**config.mk**
```make
export PLATFORM = sky130hd
export DESIGN_NAME = fifo_serializer_flat
export DESIGN_NICKNAME = d
export VERILOG_FILES = /design/src/rtl/fifo_serializer_if.sv /design/src/rtl/fifo_serializer.sv /design/src/flat_wrapper.sv
export SDC_FILE = /design/constraint.sdc
export NUM_CORES = 1
export LEC_CHECK = 0
export BUFFER_PORTS_ARGS = -buffer_cell sky130_fd_sc_hd__buf_4
export CORE_ASPECT_RATIO = 0.75
export CORE_MARGIN = 2
export CORE_UTILIZATION = 50
export CTS_CLUSTER_SIZE = 10
export DETAILED_ROUTE_END_ITERATION = 10
export PLACE_DENSITY = 0.8
export SYNTH_ARGS = -nofsm -noshare
export SYNTH_HDL_FRONTEND = slang
export SYNTH_SLANG_ARGS = --single-unit
export TNS_END_PERCENT = 20
```
**constraint.sdc**
```tcl
create_clock -name clk -period 3.4 [get_ports clk]
set_clock_uncertainty 0.2 [all_clocks]
set_input_delay 0.68 -clock clk [delete_from_list [all_inputs] [get_ports clk]]
set_output_delay 0.68 -clock clk [all_outputs]
set_load 0.05 [all_outputs]
```
**src/rtl/fifo_serializer_if.sv**
```systemverilog
// Bundles the FIFO pop-side signals and the narrow val/rdy output stream of the
// serializer. The master modport is the serializer side; slave is the environment.
interface fifo_serializer_if #(
  parameter int p_entry_bits = 32,
  parameter int p_beat_bits  = 8
);
  logic                    fifo_empty;
  logic                    fifo_pop;
  logic [p_entry_bits-1:0] fifo_rdata;
  logic                    ostream_val;
  logic                    ostream_rdy;
  logic [p_beat_bits-1:0]  ostream_msg;
  logic                    ostream_last;

  modport master (
    input  fifo_empty, fifo_rdata, ostream_rdy,
    output fifo_pop, ostream_val, ostream_msg, ostream_last
  );

  modport slave (
    output fifo_empty, fifo_rdata, ostream_rdy,
    input  fifo_pop, ostream_val, ostream_msg, ostream_last
  );
endinterface

```
**src/rtl/fifo_serializer.sv**
```systemverilog
// Drains wide FIFO entries and emits them LSB-first as narrow val/rdy beats with a
// last-beat marker; the next entry is reloaded on the final handshake, so no bubbles.
module fifo_serializer #(
  parameter int p_entry_bits = 32,
  parameter int p_beat_bits  = 8
) (
  input logic               clk,
  input logic               rst,
  fifo_serializer_if.master bus
);
  localparam int N     = p_entry_bits / p_beat_bits;
  localparam int CNT_W = (N > 1) ? $clog2(N) : 1;

  typedef enum logic {IDLE, BUSY} state_t;

  state_t                  state;
  state_t                  state_nxt;
  logic [p_entry_bits-1:0] shreg;
  logic [CNT_W-1:0]        count;
  logic                    last_beat;
  logic                    load;
  logic                    shift;
  logic                    pop;

  assign last_beat = (count == CNT_W'(N - 1));

  always_ff @(posedge clk or posedge rst) begin
    if (rst) state <= IDLE;
    else     state <= state_nxt;
  end

  // A reload on the last handshake keeps the stream continuous across entries.
  always_comb begin
    state_nxt = state;
    pop       = 1'b0;
    load      = 1'b0;
    shift     = 1'b0;
    case (state)
      IDLE: begin
        if (!bus.fifo_empty) begin
          pop       = 1'b1;
          load      = 1'b1;
          state_nxt = BUSY;
        end
      end
      BUSY: begin
        if (bus.ostream_rdy) begin
          if (!last_beat) begin
            shift = 1'b1;
          end else if (!bus.fifo_empty) begin
            pop  = 1'b1;
            load = 1'b1;
          end else begin
            state_nxt = IDLE;
          end
        end
      end
      default: state_nxt = IDLE;
    endcase
  end

  // The shift register is cleared too, so the beat output reads zero out of reset.
  always_ff @(posedge clk or posedge rst) begin
    if (rst) begin
      shreg <= '0;
      count <= '0;
    end else if (load) begin
      shreg <= bus.fifo_rdata;
      count <= '0;
    end else if (shift) begin
      shreg <= shreg >> p_beat_bits;
      count <= count + CNT_W'(1);
    end
  end

  assign bus.fifo_pop     = pop & ~rst;
  assign bus.ostream_val  = (state == BUSY);
  assign bus.ostream_msg  = shreg[p_beat_bits-1:0];
  assign bus.ostream_last = (state == BUSY) & last_beat;
endmodule

```
**src/flat_wrapper.sv**
```systemverilog
// flat-port wrapper written by rule: the top's interface ports become plain ports
module fifo_serializer_flat 
#(
  parameter int p_entry_bits = 32,
  parameter int p_beat_bits  = 8
)
  (clk, rst, bus_fifo_empty, bus_fifo_rdata, bus_ostream_rdy, bus_fifo_pop, bus_ostream_val, bus_ostream_msg, bus_ostream_last);
  fifo_serializer_if #(.p_entry_bits(p_entry_bits), .p_beat_bits(p_beat_bits)) bus_i ();
  input logic clk;
  input logic rst;
  input wire logic [$bits(bus_i.fifo_empty)-1:0] bus_fifo_empty;
  input wire logic [$bits(bus_i.fifo_rdata)-1:0] bus_fifo_rdata;
  input wire logic [$bits(bus_i.ostream_rdy)-1:0] bus_ostream_rdy;
  output wire logic [$bits(bus_i.fifo_pop)-1:0] bus_fifo_pop;
  output wire logic [$bits(bus_i.ostream_val)-1:0] bus_ostream_val;
  output wire logic [$bits(bus_i.ostream_msg)-1:0] bus_ostream_msg;
  output wire logic [$bits(bus_i.ostream_last)-1:0] bus_ostream_last;
  assign bus_i.fifo_empty = bus_fifo_empty;
  assign bus_i.fifo_rdata = bus_fifo_rdata;
  assign bus_i.ostream_rdy = bus_ostream_rdy;
  assign bus_fifo_pop = bus_i.fifo_pop;
  assign bus_ostream_val = bus_i.ostream_val;
  assign bus_ostream_msg = bus_i.ostream_msg;
  assign bus_ostream_last = bus_i.ostream_last;
  fifo_serializer #(.p_entry_bits(p_entry_bits), .p_beat_bits(p_beat_bits)) u_core (.clk(clk), .rst(rst), .bus(bus_i));
endmodule
```
# After elaboration in Yosys (flattened, before gate mapping)
# Cells that the tools add are included.
[totals] regBits=35 out_inout_bits=11 in_bits=36
[op_classes] n_eq_ne=1 n_bitwise=4 n_addsub=1 reduce_logical=1 muxes=14
[ops] op="$mux 32" count=2
[ops] op="$mux 1" count=8
[ops] op="$mux 2" count=2
[ops] op="$pmux 1 s2" count=2
[ops] op="$add 2x1->2 const B" count=1
[ops] op="$and 1x1->1" count=2
[ops] op="$eq 2x2->1 const B" count=1
[ops] op="$not 1->1" count=2
[ops] op="$reduce_bool 2->1" count=1

# Longest topological paths before layout
# Gate-level depths: netlist of run 1.
[logic_depth] word_depth=6 mapped_depth=6

# Worst setup path before layout of run 1
# OpenSTA, ideal clock, no wires.
[synth_path] kind="input port to output port" startpoint="input port bus_fifo_empty" endpoint="output port bus_fifo_pop" path_slack_ns=0.378 arrival_time_ns=2.142 stages=3 required_ns=2.520 path_cell_list="buf_2 clkbuf_1 nor3_1"
[synth_via] elab_chain_cells=5
[synth_lines] item="start: declaration" line_no="flat_wrapper.sv:11" rtl="input wire logic [$bits(bus_i.fifo_empty)-1:0] bus_fifo_empty;"
[synth_lines] item="$mux 1 (*)" line_no="fifo_serializer.sv:40, fifo_serializer.sv:50"
[synth_lines] item="$mux 1" line_no="fifo_serializer.sv:48" rtl="if (!last_beat) begin"
[synth_lines] item="$mux 1" line_no="fifo_serializer.sv:47" rtl="if (bus.ostream_rdy) begin"
[synth_lines] item="$pmux 1 s2 (*)" line_no="fifo_serializer.sv:38" rtl="case (state)"
[synth_lines] item="$and 1x1->1 (*)" line_no="fifo_serializer.sv:76" rtl="assign bus.fifo_pop = pop & ~rst;"
[synth_lines] item="end: declaration" line_no="flat_wrapper.sv:14" rtl="output wire logic [$bits(bus_i.fifo_pop)-1:0] bus_fifo_pop;"
# Every way passes the cells marked *; elsewhere a longest branch is shown, timed or not.

# Final worst setup path of run 1
[layout_path] startpoint="register u_core.count[0]" endpoint="output port bus_fifo_pop"
[layout_via] elab_chain_cells=5
[layout_lines] item="start: declaration" line_no="fifo_serializer.sv:19" rtl="logic [CNT_W-1:0] count;"
[layout_lines] item="start signal: assignment" line_no="fifo_serializer.sv:72" rtl="count <= count + CNT_W'(1);"
[layout_lines] item="$eq 2x2->1" line_no="fifo_serializer.sv:25" rtl="assign last_beat = (count == CNT_W'(N - 1));"
[layout_lines] item="$mux 1" line_no="fifo_serializer.sv:48"
[layout_lines] item="$mux 1" line_no="fifo_serializer.sv:47"
[layout_lines] item="$pmux 1 s2" line_no="fifo_serializer.sv:38"
[layout_lines] item="$and 1x1->1" line_no="fifo_serializer.sv:76"
# Every way passes these cells.

==> results of run 1 <==
power groups by stage:
stage	Sequential, mW	Combinational, mW	Clock [mW]
after floorplan	0.675	0.619	0
after global placement	0.685	0.693	0
after detailed placement	0.698	0.720	0
after CTS	0.691	0.723	0.286
after global routing	0.712	0.787	0.304
final	0.691	0.717	0.280
metal layers:
metal	routed length (um)	up-vias	part of all wire [%]
met5	0	-	0
met4	61	0	1.8
met3	214	7	6.4
met2	1590	42	47
met1	1500	580	45
li1	-	598	-
worst max-delay path, delay by kind of cell, from the launching register on:
| kind | cells | cell delay [ns] |
|---|---|---|
| AND/OR/NAND/NOR | 1 | 0.08 |
| buffers and inverters | 2 | 0.49 |
| flip-flops | 1 | 0.39 |
| AO/OA/AOI/OAI | 1 | 0.13 |
| adder cells (fa/ha/maj) | 1 | 0.26 |
state kept, by name (all words and copies together) (netlist names):
signal / cells
u_core.bus.ostream_val: 1
u_core.count: 2
u_core.shreg: 32
cell usage in the layout (no fill, tap or decap), drive strengths merged, types with 2 or more instances in the layout:
cell,instances
o32ai,24
a21oi,24
nand2b,2
clkbuf,7
dfrtp,35
a22o,10
inv,27
buf,49
cells in the mapped netlist, drive strengths merged:
cell | number | area, um^2
a21boi | 1 | 18.8
a21oi | 24 | 124
a22o | 10 | 87.6
and2 | 1 | 6.26
buf | 17 | 130
clkbuf | 2 | 7.51
dfrtp | 35 | 876
ha | 1 | 12.5
inv | 27 | 101
mux2 | 1 | 11.3
nand2b | 2 | 12.5
nand3b | 1 | 7.51
nor2 | 1 | 6.26
nor3 | 1 | 5.00
o32ai | 24 | 210
path summary, 6_finish.rpt:
check,start,endpoint,cells past startpoint
worst max register to register,u_core.count[0]$_DFFE_PP0P_,u_core.shreg[11]$_DFFE_PP0P_,4
max in group asynchronous,rst,u_core.count[1]$_DFFE_PP0P_,3
worst max-delay path,u_core.count[0]$_DFFE_PP0P_,bus_fifo_pop,5
worst min register to register,u_core.shreg[28]$_DFFE_PP0P_,u_core.shreg[28]$_DFFE_PP0P_,1
min in group clk,u_core.shreg[28]$_DFFE_PP0P_,u_core.shreg[28]$_DFFE_PP0P_,1
worst min-delay path,rst,u_core.shreg[5]$_DFFE_PP0P_,2
cell type report:
cell class	count	area (um^2)	share of cell area, %
clock inverter	1	5.00	0.253
clock buffer	7	76.3	3.86
sequential	35	876	44.3
tap	38	47.5	2.41
multi-input combinational	67	502	25.4
timing repair buffer	49	368	18.6
inverter	27	101	5.13
kinds of logic after synthesis:
logic type                 share of synthesized area [%]
DFF                                                 54.2
and+or+nand+nor                                     2.32
AOI/OAI and AO/OA                                   27.2
adders and majority gates                          0.774
buffers and inverters                               14.8
muxes                                              0.697
stage by stage:
step | setup WS (ns) | hold slack (ns) | instances | total power, mW | util [%]
after floorplan | 0.378 | 0.267 | 148 | 1.29 | -
after global placement | 1.03 | 0.286 | 216 | 1.38 | 62.7
after detailed placement | 1.02 | 0.295 | 216 | 1.42 | 62.7
after CTS | 0.898 | 0.303 | 224 | 1.70 | 65.4
after global routing | 0.818 | 0.328 | 224 | 1.80 | 65.4
final | 0.900 | 0.292 | 224 | 1.69 | 65.4
==> results.md, run 1 <==
- Status: finished clean
- Total number of vias: about 1200
- Most used cell, CP: buf_4
- Final Critical Period: 2.50 ns
- Nature of the critical path endpoint: output port
- DRC: 0
- Core ar.: 0.00302 mm^2
- Comb power frac: 42.5%
- CTS resizes: 0
- Slew Viols, Final: 0
- Worst skew pair latency: 0.28 ns
- Worst hold path type: input port to async pin
- Syn_nets: 185
- Area grow syn2layout: 22.2%
- Crit path largest cell delay: 0.39 ns
- Vias in the first global route: 1227
- GR Util All Layers: 20.7%
- Top Usage Layer GRT: met2
- Lkg Pwr: 0.984 nW
- TritonCTS Buffers: 5
- Clock share of power: about 17%
- Kind of critical path: flip-flop to output port
- DR vias/cell: 5.48
- CP max FO: 27
- Antenna Cells: 0
- GR met2 Demand/Resource: 34.0%
- Crit share post-route: 73.5%
- Critical Path RT: approximately 2.5 ns
- Die Area: 0.00371 mm^2
- CTS root buf: clkbuf_8
- # hold bufs at CTS: 0
- Mapped Cells: 148
- Rows: 17
- Grt total ovfl: 0
- Fmax: 400 MHz
- Max VDD drop: roughly 0.00041 V
- Startpoint types: flip-flop
- RD Place Congestion: ~0.7
- DRT antenna net count: 0
- TritonRoute pass-1 iters: 6
- Slew Limit Headroom: between 30% and 40%
- DR WL/cell: approximately 15 um
- Port Buffers: 46
- Internal reg-to-reg setup slack: 1.22 ns
- Maximum clock path buffer count: 2
- Chip height: approximately 53 um
- Placed cell areas: roughly 0.0019 mm^2
- Grt met3 use: under 10%
- Synth unique cells: 19
- Worst Path Arrival: 1.62 ns
- Cell area after layout: 0.00198 mm^2
- Sequential area share after synthesis: 54.2%
- Ys Warns: 0
- P per Cell Area: 855 mW/mm^2
- H-Tree Depth: 2
- Dpl hpwl: 2420 um
- Avg Cell Area, Syn: 10.9 um^2
- Filler instances: between 200 and 300
- I/O pin count: 47
- Final TNS setup: 0 ns
- Layout cell share with drive strength beyond 1: approximately a third
- M1 GR Usage: about a quarter
- Least-Margin Pin Slew: around 0.9 ns
- Setup violations, final: 0
- Initial antenna violation count: 0
- Global-route wire length before repair: 5670 um
- Setup bufs post-CTS: 0
- Fin. Hold Viols: 0
- Flop pwr share: 40.9%
- Clock transition at path regs: 0.06 ns
- Sw frac: approximately two fifths
- Unrepaired setup endpoints after global routing: false
- Power Internal: 1.01 mW
- Critical-path top delay cell: dfrtp_1
- CP Cell Sequence: ha_1, a21boi_4, buf_4, nor3_1, buf_4
- Net switching power: 0.682 mW
- Synth Cell Area: ~0.0016 mm^2
- DRT iter0 DRCs: 36
- Post-Route WL: 3370 um
- CTS tree: done
- Synthesis-stage register bit count: 35
- Number of max-cap violations: 0
- Nets: 222
- Width of the die: 69.7 um
- CTS Sinks: 35
- Initial Utilization: 53.5%
- Largest net degree at the start of global routing: 29
(Power assumes the default switching activity.)
==> run 2, diff against run 1 <==
--- a/config.mk
+++ b/config.mk
@@ -5,13 +5,14 @@
 export SDC_FILE = /design/constraint.sdc
 export NUM_CORES = 1
 export LEC_CHECK = 0
+export ABC_AREA = 1
 export BUFFER_PORTS_ARGS = -buffer_cell sky130_fd_sc_hd__buf_4
 export CORE_ASPECT_RATIO = 0.75
 export CORE_MARGIN = 2
 export CORE_UTILIZATION = 50
 export CTS_CLUSTER_SIZE = 10
 export DETAILED_ROUTE_END_ITERATION = 10
-export PLACE_DENSITY = 0.8
+export PLACE_DENSITY = 0.78
 export SYNTH_ARGS = -nofsm -noshare
 export SYNTH_HDL_FRONTEND = slang
 export SYNTH_SLANG_ARGS = --single-unit
==> constraint.sdc (replaced) <==
create_clock -name clk -period 2.45 [get_ports clk]
set_clock_uncertainty 0.2 [all_clocks]
set_input_delay 0.49 -clock clk [delete_from_list [all_inputs] [get_ports clk]]
set_output_delay 0.49 -clock clk [all_outputs]
set_load 0.05 [all_outputs]
==> run 2 against run 1 <==
  * Worst hold slack lost 0.18 ns
  * Final area grew 26%
  * Sequential share of layout area shrank 9.1 points
  * Core utilization shrank 3.8 points
  * Critical path depth grew 1
  * Register-to-register slack lost 0.74 ns
  * Worst setup slack lost 0.70 ns
  * Largest cell class unchanged
  * Synthesized cell count grew 82%
  * Non-clock buffer count grew 2
  * First-iteration DRC count grew 97%
  * Highest routed layer unchanged
  * Critical path type unchanged
==> results.md, run 2 <==
- Sequential area share after synthesis: 42.0% (was 54.2%)
- Initial Utilization: 51.8% (was 53.5%)
- Worst skew pair latency: 0.29 ns (was 0.28 ns)
- Commonest non-fill, non-tap cell in the layout: nand2_1 (was buf_4)
- Number of max-cap violations: 0 (unchanged)
- Slew Limit Headroom: 70.5% (was 39.6%)
- Slew Viols, Final: 0 (unchanged)
- # hold bufs at CTS: 0 (unchanged)
- CTS Sinks: 35 (unchanged)
- Async S/R FF share, synth: 100% (unchanged)
- Avg Cell Area, Syn: 7.76 um^2 (was 10.9 um^2)
- DR vias/cell: 4.78 (was 5.48)
- Fin. Hold Viols: 0 (unchanged)
- I/O pin count: 47 (unchanged)
- Place WS: 0.507 ns (was 1.02 ns)
- DR WL/cell: 11.4 um (was 15.0 um)
- Setup violations, final: 0 (unchanged)
- EDFF count, synth: 0 (unchanged)
- Syn_nets: 306 (was 185)
- Crit path largest cell delay: 0.40 ns (was 0.39 ns)
- Leading cell type by number of instances after synthesis: nand2_1 (was dfrtp_1)
- Final Critical Period: 2.25 ns
- Final worst slack: 0.198 ns (was 0.900 ns)
- P per Cell Area: 1020 mW/mm^2 (was 855 mW/mm^2)
- Crit share post-route: 91.9%
- Commonest cells in the netlist: nand2_1 (83), inv_1 (61), dfrtp_1 (35) (was dfrtp_1 (35), inv_1 (26), o32ai_1 (24))
- Dpl hpwl: 2700 um (was 2420 um)
- Worst hold path type: input port to async pin (unchanged)
- Total number of vias: 1727 (was 1227)
- Setup bufs post-CTS: 0 (unchanged)
- Initial antenna violation count: 0 (unchanged)
- Grt total ovfl: 0 (unchanged)
- RD Place Congestion: 0.789 (was 0.719)
- Startpoint types: flip-flop (unchanged)
- Nature of the critical path endpoint: output port (unchanged)
- Post-Route WL: 4120 um (was 3370 um)
- Mapped Cells: 269 (was 148)
- Synth unique cells: 19 (unchanged)
- Max VDD drop: 0.000432 V (was 0.000412 V)
- CTS root buf: clkbuf_8 (unchanged)
- Width of the die: 78.6 um (was 69.7 um)
- Status: finished clean (unchanged)
- DRT iter0 DRCs: 71 (was 36)
- DRT antenna net count: 0 (unchanged)
- TritonCTS Buffers: 5 (unchanged)
- Reg-to-reg startpoint: u_core.count[0]$_DFFE_PP0P_ (unchanged)
- Reg2Reg Depth: 8 (was 4)
- Maximum clock path buffer count: 2 (unchanged)
- CP max FO: 13 (was 27)
- DRC: 0 (unchanged)
- Area grow syn2layout: 19.0% (was 22.2%)
- Internal reg-to-reg setup slack: 0.48 ns (was 1.22 ns)
- Critical Path RT: 1.76 ns (was 2.52 ns)
- Die Area: 0.00471 mm^2 (was 0.00371 mm^2)
- Vias in the first global route: 1766 (was 1227)
- Critical-path top delay cell: dfrtp_1 (unchanged)
- Port Buffers: 46 (unchanged)
- Worst Path Arrival: 1.56 ns (was 1.62 ns)
- Ys Warns: 0 (unchanged)
- Largest net degree at the start of global routing: 36 (was 29)
- GR Util All Layers: 20.7% (about the same)
- Unrepaired setup endpoints after global routing: false (unchanged)
- Chip height: 60.0 um (was 53.2 um)
- Reg2reg end: u_core.shreg[19]$_DFFE_PP0P_ (was u_core.shreg[11]$_DFFE_PP0P_)
- Filler instances: 355 (was 255)
- Clock transition at path regs: 0.07 ns (was 0.06 ns)
- Fmax: ~440 MHz
- Max reg flops: 32 (unchanged)
- CP Cell Sequence: ha_1, inv_1, nand2_4, nand3_4, nor2_2, buf_4 (was ha_1, a21boi_4, buf_4, nor3_1, buf_4)
- Crit path capture: bus_fifo_pop (unchanged)
- Post-synth top area share: 42.0% (was 54.2%)
- H-Tree Depth: 2 (unchanged)
- Kind of critical path: flip-flop to output port (unchanged)
- Worst hold slack: 0.115 ns (was 0.292 ns)
- Synth Cell Area: 0.00209 mm^2 (was 0.00162 mm^2)
- Least-Margin Pin Slew: 0.442 ns (was 0.903 ns)
- Antenna Cells: 0 (unchanged)
- Layout cell share with drive strength beyond 1: 28.4% (was 32.3%)
- Ranking of synthesized cells by area: dfrtp_1 (42%), nand2_1 (15%), inv_1 (11%) (was dfrtp_1 (54%), o32ai_1 (13%), a21oi_1 (7.1%))
- Lkg Pwr: 1.36 nW (was 0.984 nW)
- Nets: 342 (was 222)
- CTS resizes: 0 (unchanged)
- Critical path startpoint: u_core.count[0]$_DFFE_PP0P_ (unchanged)
- Commonest non-fill, non-tap cells in the layout: nand2_1 (83), inv_1 (61), buf_4 (51) (was buf_4 (49), dfrtp_1 (35), inv_1 (26))
- Synthesis-stage register bit count: 35 (unchanged)
- Top_reg_cell synth: dfrtp_1 (unchanged)
- Final TNS setup: 0 ns (unchanged)
- TritonRoute pass-1 iters: 4 (was 6)
- CTS tree: done (unchanged)
- Rows: 20 (was 17)
- Yosys top cell by area: dfrtp_1 (unchanged)
- Largest register by flop count: u_core.shreg (unchanged)
- Global-route wire length before repair: 7680 um (was 5670 um)
- Core ar.: 0.00403 mm^2 (was 0.00302 mm^2)
==> run 2: cell types whose count changed in the layout (fill, tap and decap cells not counted), moves of 2 or more <==
cell | previous run | this run
o21ai_2 | 0 | 20
inv_1 | 26 | 61
clkbuf_1 | 2 | 0
nand3_4 | 0 | 2
a21oi_1 | 23 | 0
o21ai_0 | 0 | 3
a22o_1 | 10 | 0
nand2_1 | 0 | 83
o32ai_1 | 24 | 0
nand4_1 | 0 | 24
nand2b_1 | 2 | 0
o21ai_1 | 0 | 11
nand2_4 | 0 | 3
buf_4 | 49 | 51
==> run 2: layout make-up <==
type,instances,area [um^2],share of cell area (%)
clock buffer,6,82.6,3.32
multi-input combinational,150,806,32.4
tap,55,68.8,2.77
sequential,35,876,35.3
clock inverter,2,35.0,1.41
inverter,62,233,9.37
timing repair buffer,51,383,15.4
==> run 2: critical path: cells and delay by family, from the launching register on <==
| kind | cells | cell delay, ns |
|---|---|---|
| flip-flops | 1 | 0.40 |
| buffers and inverters | 2 | 0.33 |
| AND/OR/NAND/NOR | 3 | 0.32 |
| adder cells (fa/ha/maj) | 1 | 0.22 |
==> run 2: cells by family (layout without fill, tap and decap cells) <==
group / after synthesis / in the layout / synth area share [%]
and+or+nand+nor: 115 / 115 / 26.1
DFF: 35 / 35 / 42.0
adders and majority gates: 1 / 1 / 0.599
buffers and inverters: 84 / 121 / 19.5
AOI/OAI and AO/OA: 34 / 34 / 11.8
==> run 2: worst min path at each step <==
| stage | from | endpoint | depth (start not counted) | slack, ns |
|---|---|---|---|---|
| global route | rst | u_core.shreg[23]$_DFFE_PP0P_ | 3 | 0.16 |
| CTS | rst | u_core.bus.ostream_val$_DFF_PP0_ | 3 | 0.13 |
| global placement | u_core.shreg[14]$_DFFE_PP0P_ | u_core.shreg[14]$_DFFE_PP0P_ | 2 | 0.26 |
| detailed placement | u_core.shreg[23]$_DFFE_PP0P_ | u_core.shreg[23]$_DFFE_PP0P_ | 2 | 0.27 |
| floorplan | u_core.shreg[10]$_DFFE_PP0P_ | u_core.shreg[10]$_DFFE_PP0P_ | 2 | 0.25 |
| finish | rst | u_core.shreg[30]$_DFFE_PP0P_ | 3 | 0.12 |
==> run 2: stage by stage <==
step                      cells  power (mW)  instance area, um^2  util, %
after floorplan             269        1.85                 2090        -
after global placement      353        1.99                 2370     58.7
after detailed placement    353        2.01                 2370     58.7
after CTS                   361        2.56                 2480     61.6
after global routing        361        2.73                 2480     61.6
final                       361        2.54                 2480     61.6
==> run 2: power by group <==
group	internal, mW	switching, mW	total [mW]	leakage, nW
sequential	0.793	0.123	0.916	0.462
combinational	0.352	0.735	1.09	0.836
clock	0.329	0.204	0.533	0.0612
==> run 2: per-layer routing <==
layer	vias up	wire length, um	global-route usage [%]
met5	-	0	0
met4	0	38	6.77
met3	5	242	4.53
met2	44	1870	35.2
met1	785	1970	26.9
li1	893	-	-
==> run 3, diff against run 2 <==
--- a/config.mk
+++ b/config.mk
@@ -9,10 +9,11 @@
 export BUFFER_PORTS_ARGS = -buffer_cell sky130_fd_sc_hd__buf_4
 export CORE_ASPECT_RATIO = 0.75
 export CORE_MARGIN = 2
-export CORE_UTILIZATION = 50
+export CORE_UTILIZATION = 49
+export CTS_BUF_LIST = sky130_fd_sc_hd__clkbuf_8 sky130_fd_sc_hd__clkbuf_16
 export CTS_CLUSTER_SIZE = 10
 export DETAILED_ROUTE_END_ITERATION = 10
-export PLACE_DENSITY = 0.78
+export PLACE_DENSITY = 0.79
 export SYNTH_ARGS = -nofsm -noshare
 export SYNTH_HDL_FRONTEND = slang
 export SYNTH_SLANG_ARGS = --single-unit
==> constraint.sdc (replaced) <==
create_clock -name clk -period 1.95 [get_ports clk]
set_clock_uncertainty 0.2 [all_clocks]
set_input_delay 0.39 -clock clk [delete_from_list [all_inputs] [get_ports clk]]
set_output_delay 0.39 -clock clk [all_outputs]
set_load 0.05 [all_outputs]
==> run 3 against run 2 <==
  * Critical path depth unchanged
  * Largest power group unchanged
  * Register-to-register slack got worse by 0.18 ns
  * Die area up 1.9%
  * Global-route usage is 0.35 points lower
  * Sequential cell count unchanged
  * Worst hold slack improved by 0.023 ns
  * First-iteration DRC count up 82%
  * Routed wire length increased by 7.6%
  * Clock power shrank 8.6%
  * Critical path type unchanged
  * Via count increased by 6.1%
==> results.md, run 3 (synthesized netlist as in run 2, its figures left out) <==
- Largest net degree at the start of global routing: 35 (was 36)
- Chip height: 60.5 um (was 60.0 um)
- Grt total ovfl: 0 (unchanged)
- Critical-path top delay cell: dfrtp_1 (unchanged)
- Max VDD drop: 0.000504 V (was 0.000432 V)
- Layout Cells excl Fill: 370 (was 361)
- Clock transition at path regs: 0.07 ns (about the same)
- CP max FO: 3 (was 13)
- Fin. Hold Viols: 0 (unchanged)
- Lkg Pwr: 1.40 nW (was 1.36 nW)
- CP Cell Sequence: ha_2, inv_2, nand2_4, nand3_4, nor2_4, buf_6 (was ha_1, inv_1, nand2_4, nand3_4, nor2_2, buf_4)
- P per Cell Area: 1230 mW/mm^2 (was 1020 mW/mm^2)
- TritonCTS Buffers: 5 (unchanged)
- Nets: 352 (was 342)
- Final Critical Period: a little under 2 ns
- Number of max-cap violations: 0 (unchanged)
- Max reg flops: 32 (unchanged)
- Maximum clock path buffer count: 2 (unchanged)
- Initial Utilization: 51.2% (was 51.8%)
- Multi-input logic area: 813 um^2 (was 806 um^2)
- Global-route wire length before repair: 7570 um (was 7680 um)
- Antenna Cells: 0 (unchanged)
- CTS Sinks: 35 (unchanged)
- Critical Path RT: 1.36 ns (was 1.76 ns)
- Delay-heaviest family, CP: flip-flops (unchanged)
- Worst hold path type: input port to flip-flop (was input port to async pin)
- Register area: 877 um^2 (was 876 um^2)
- Crit path buf inv count: 2 (unchanged)
- Width of the die: 79.4 um (was 78.6 um)
- DRT antenna net count: 0 (unchanged)
- Rows: 20 (unchanged)
- Vias in the first global route: 1743 (was 1766)
- Core ar.: 0.00408 mm^2 (was 0.00403 mm^2)
- Power Total: 3.14 mW (was 2.54 mW)
- Area grow syn2layout: 22.5% (was 19.0%)
- Unrepaired setup endpoints after global routing: true (was false)
- RD Place Congestion: 0.754 (was 0.789)
- Die Area: 0.00480 mm^2 (was 0.00471 mm^2)
- Dpl hpwl: 2980 um (was 2700 um)
- Nature of the critical path endpoint: output port (unchanged)
- Initial antenna violation count: 0 (unchanged)
- Layout cell share with drive strength beyond 1: 30.5% (was 28.4%)
- Status: finished clean (unchanged)
- CTS root buf: clkbuf_8 (unchanged)
- Slew Limit Headroom: 69.1% (was 70.5%)
- Largest register by flop count: u_core.shreg (unchanged)
- Fmax: 520 MHz
- Startpoint types: flip-flop (unchanged)
- CTS tree: done (unchanged)
- DR vias/cell: 4.95 (was 4.78)
- Crit share post-route: roughly 99%
- Port Buffers: 46 (unchanged)
- Least-Margin Pin Slew: 0.463 ns (was 0.442 ns)
- Kind of critical path: flip-flop to output port (unchanged)
- Slew Viols, Final: 0 (unchanged)
- Commonest non-fill, non-tap cells in the layout: nand2_1 (83), inv_1 (62), buf_4 (57) (was nand2_1 (83), inv_1 (61), buf_4 (51))
- Commonest non-fill, non-tap cell in the layout: nand2_1 (unchanged)
- Filler instances: 370 (was 355)
- Worst skew pair latency: 0.28 ns (was 0.29 ns)
- Crit path largest cell delay: 0.37 ns (was 0.40 ns)
- Worst Path Arrival: 1.33 ns (was 1.56 ns)
- DR WL/cell: 12.0 um (was 11.4 um)
- GR Util All Layers: 20.4% (was 20.7%)
- I/O pin count: 47 (unchanged)
- Total number of vias: 1832 (was 1727)
- Post-placement cell count: 357 (was 353)
- TritonRoute pass-1 iters: 4 (unchanged)
- Setup violations, final: 0 (unchanged)
- Post-Route WL: 4430 um (was 4120 um)
- DRC: 0 (unchanged)
- DRT iter0 DRCs: 129 (was 71)
- H-Tree Depth: 2 (unchanged)
==> run 3: cell types whose count changed in the layout (fill, tap and decap cells not counted), sizes merged <==
cell	before	now
dlygate4sd3	0	1
clkinv	1	0
clkbuf	6	5
bufinv	1	0
inv	62	64
buf	51	60
==> run 3: report_power, final <==
group	leakage (nW)	switching (mW)	internal, mW
Sequential	0.462	0.151	0.997
Clock	0.0466	0.251	0.236
Combinational	0.894	0.966	0.540
Total	1.40	1.37	1.77
==> run 3: layer usage <==
layer,vias up,global-route usage [%],share of wire (%)
li1,908,-,-
met1,861,26.6,47
met2,57,34.7,47
met3,6,6.10,5.3
met4,0,3.94,0.86
met5,-,0,0
==> run 3: area by class of cell <==
| cell class | count | area share [%] |
|---|---|---|
| well taps | 55 | 2.69 |
| clock inverters | 2 | 0.294 |
| multi-input cells | 150 | 31.8 |
| clock buffers | 5 | 2.69 |
| inverters | 62 | 9.10 |
| repair buffers | 61 | 19.1 |
| flip-flops and latches | 35 | 34.3 |
==> run 3: worst reg2reg max path, delay by kind of cell, from the launching register on <==
kind	cells	cell delay [ns]
buffers and inverters	3	0.43
DFF	1	0.39
and+or+nand+nor	3	0.22
adders and majority gates	1	0.21
AOI/OAI and AO/OA	1	0.14
==> run 3: worst paths after layout <==
check	from	end	slack, ns	depth (start not counted)
max reg2reg	u_core.count[1]$_DFFE_PP0P_	u_core.shreg[5]$_DFFE_PP0P_	0.30	8
max in group asynchronous	rst	u_core.shreg[15]$_DFFE_PP0P_	0.54	4
max	u_core.count[0]$_DFFE_PP0P_	bus_fifo_pop	0.03	6
min in group asynchronous	rst	u_core.count[1]$_DFFE_PP0P_	0.50	3
min	bus_fifo_empty	u_core.bus.ostream_val$_DFF_PP0_	0.14	2
min reg2reg	u_core.shreg[0]$_DFFE_PP0P_	u_core.shreg[0]$_DFFE_PP0P_	0.28	2
==> run 3: per-stage QoR <==
| stage | worst slack [ns] | instance area (um^2) | hold WS, ns | setup TNS (ns) | util (%) |
|---|---|---|---|---|---|
| final | 0.0269 | 2560 | 0.139 | 0 | 62.7 |
| after floorplan | 0.101 | 2100 | 0.249 | 0 | - |
| after CTS | 0.0133 | 2530 | 0.126 | 0 | 62.1 |
| after global placement | 0.239 | 2430 | 0.232 | 0 | 59.5 |
| after global routing | -0.0310 | 2560 | 0.135 | -0.0310 | 62.7 |
| after detailed placement | 0.204 | 2430 | 0.249 | 0 | 59.5 |
==> run 3: what timing repair did <==
action                                  in CTS  in global routing
buffers inserted                             2                  3
pin swaps                                    0                  1
cloned                                       0                  0
resized for setup                            2                  1
hold buffers                                 1                  0
endpoints found under the hold margin        9                  0
endpoints found under the setup margin       1                  1
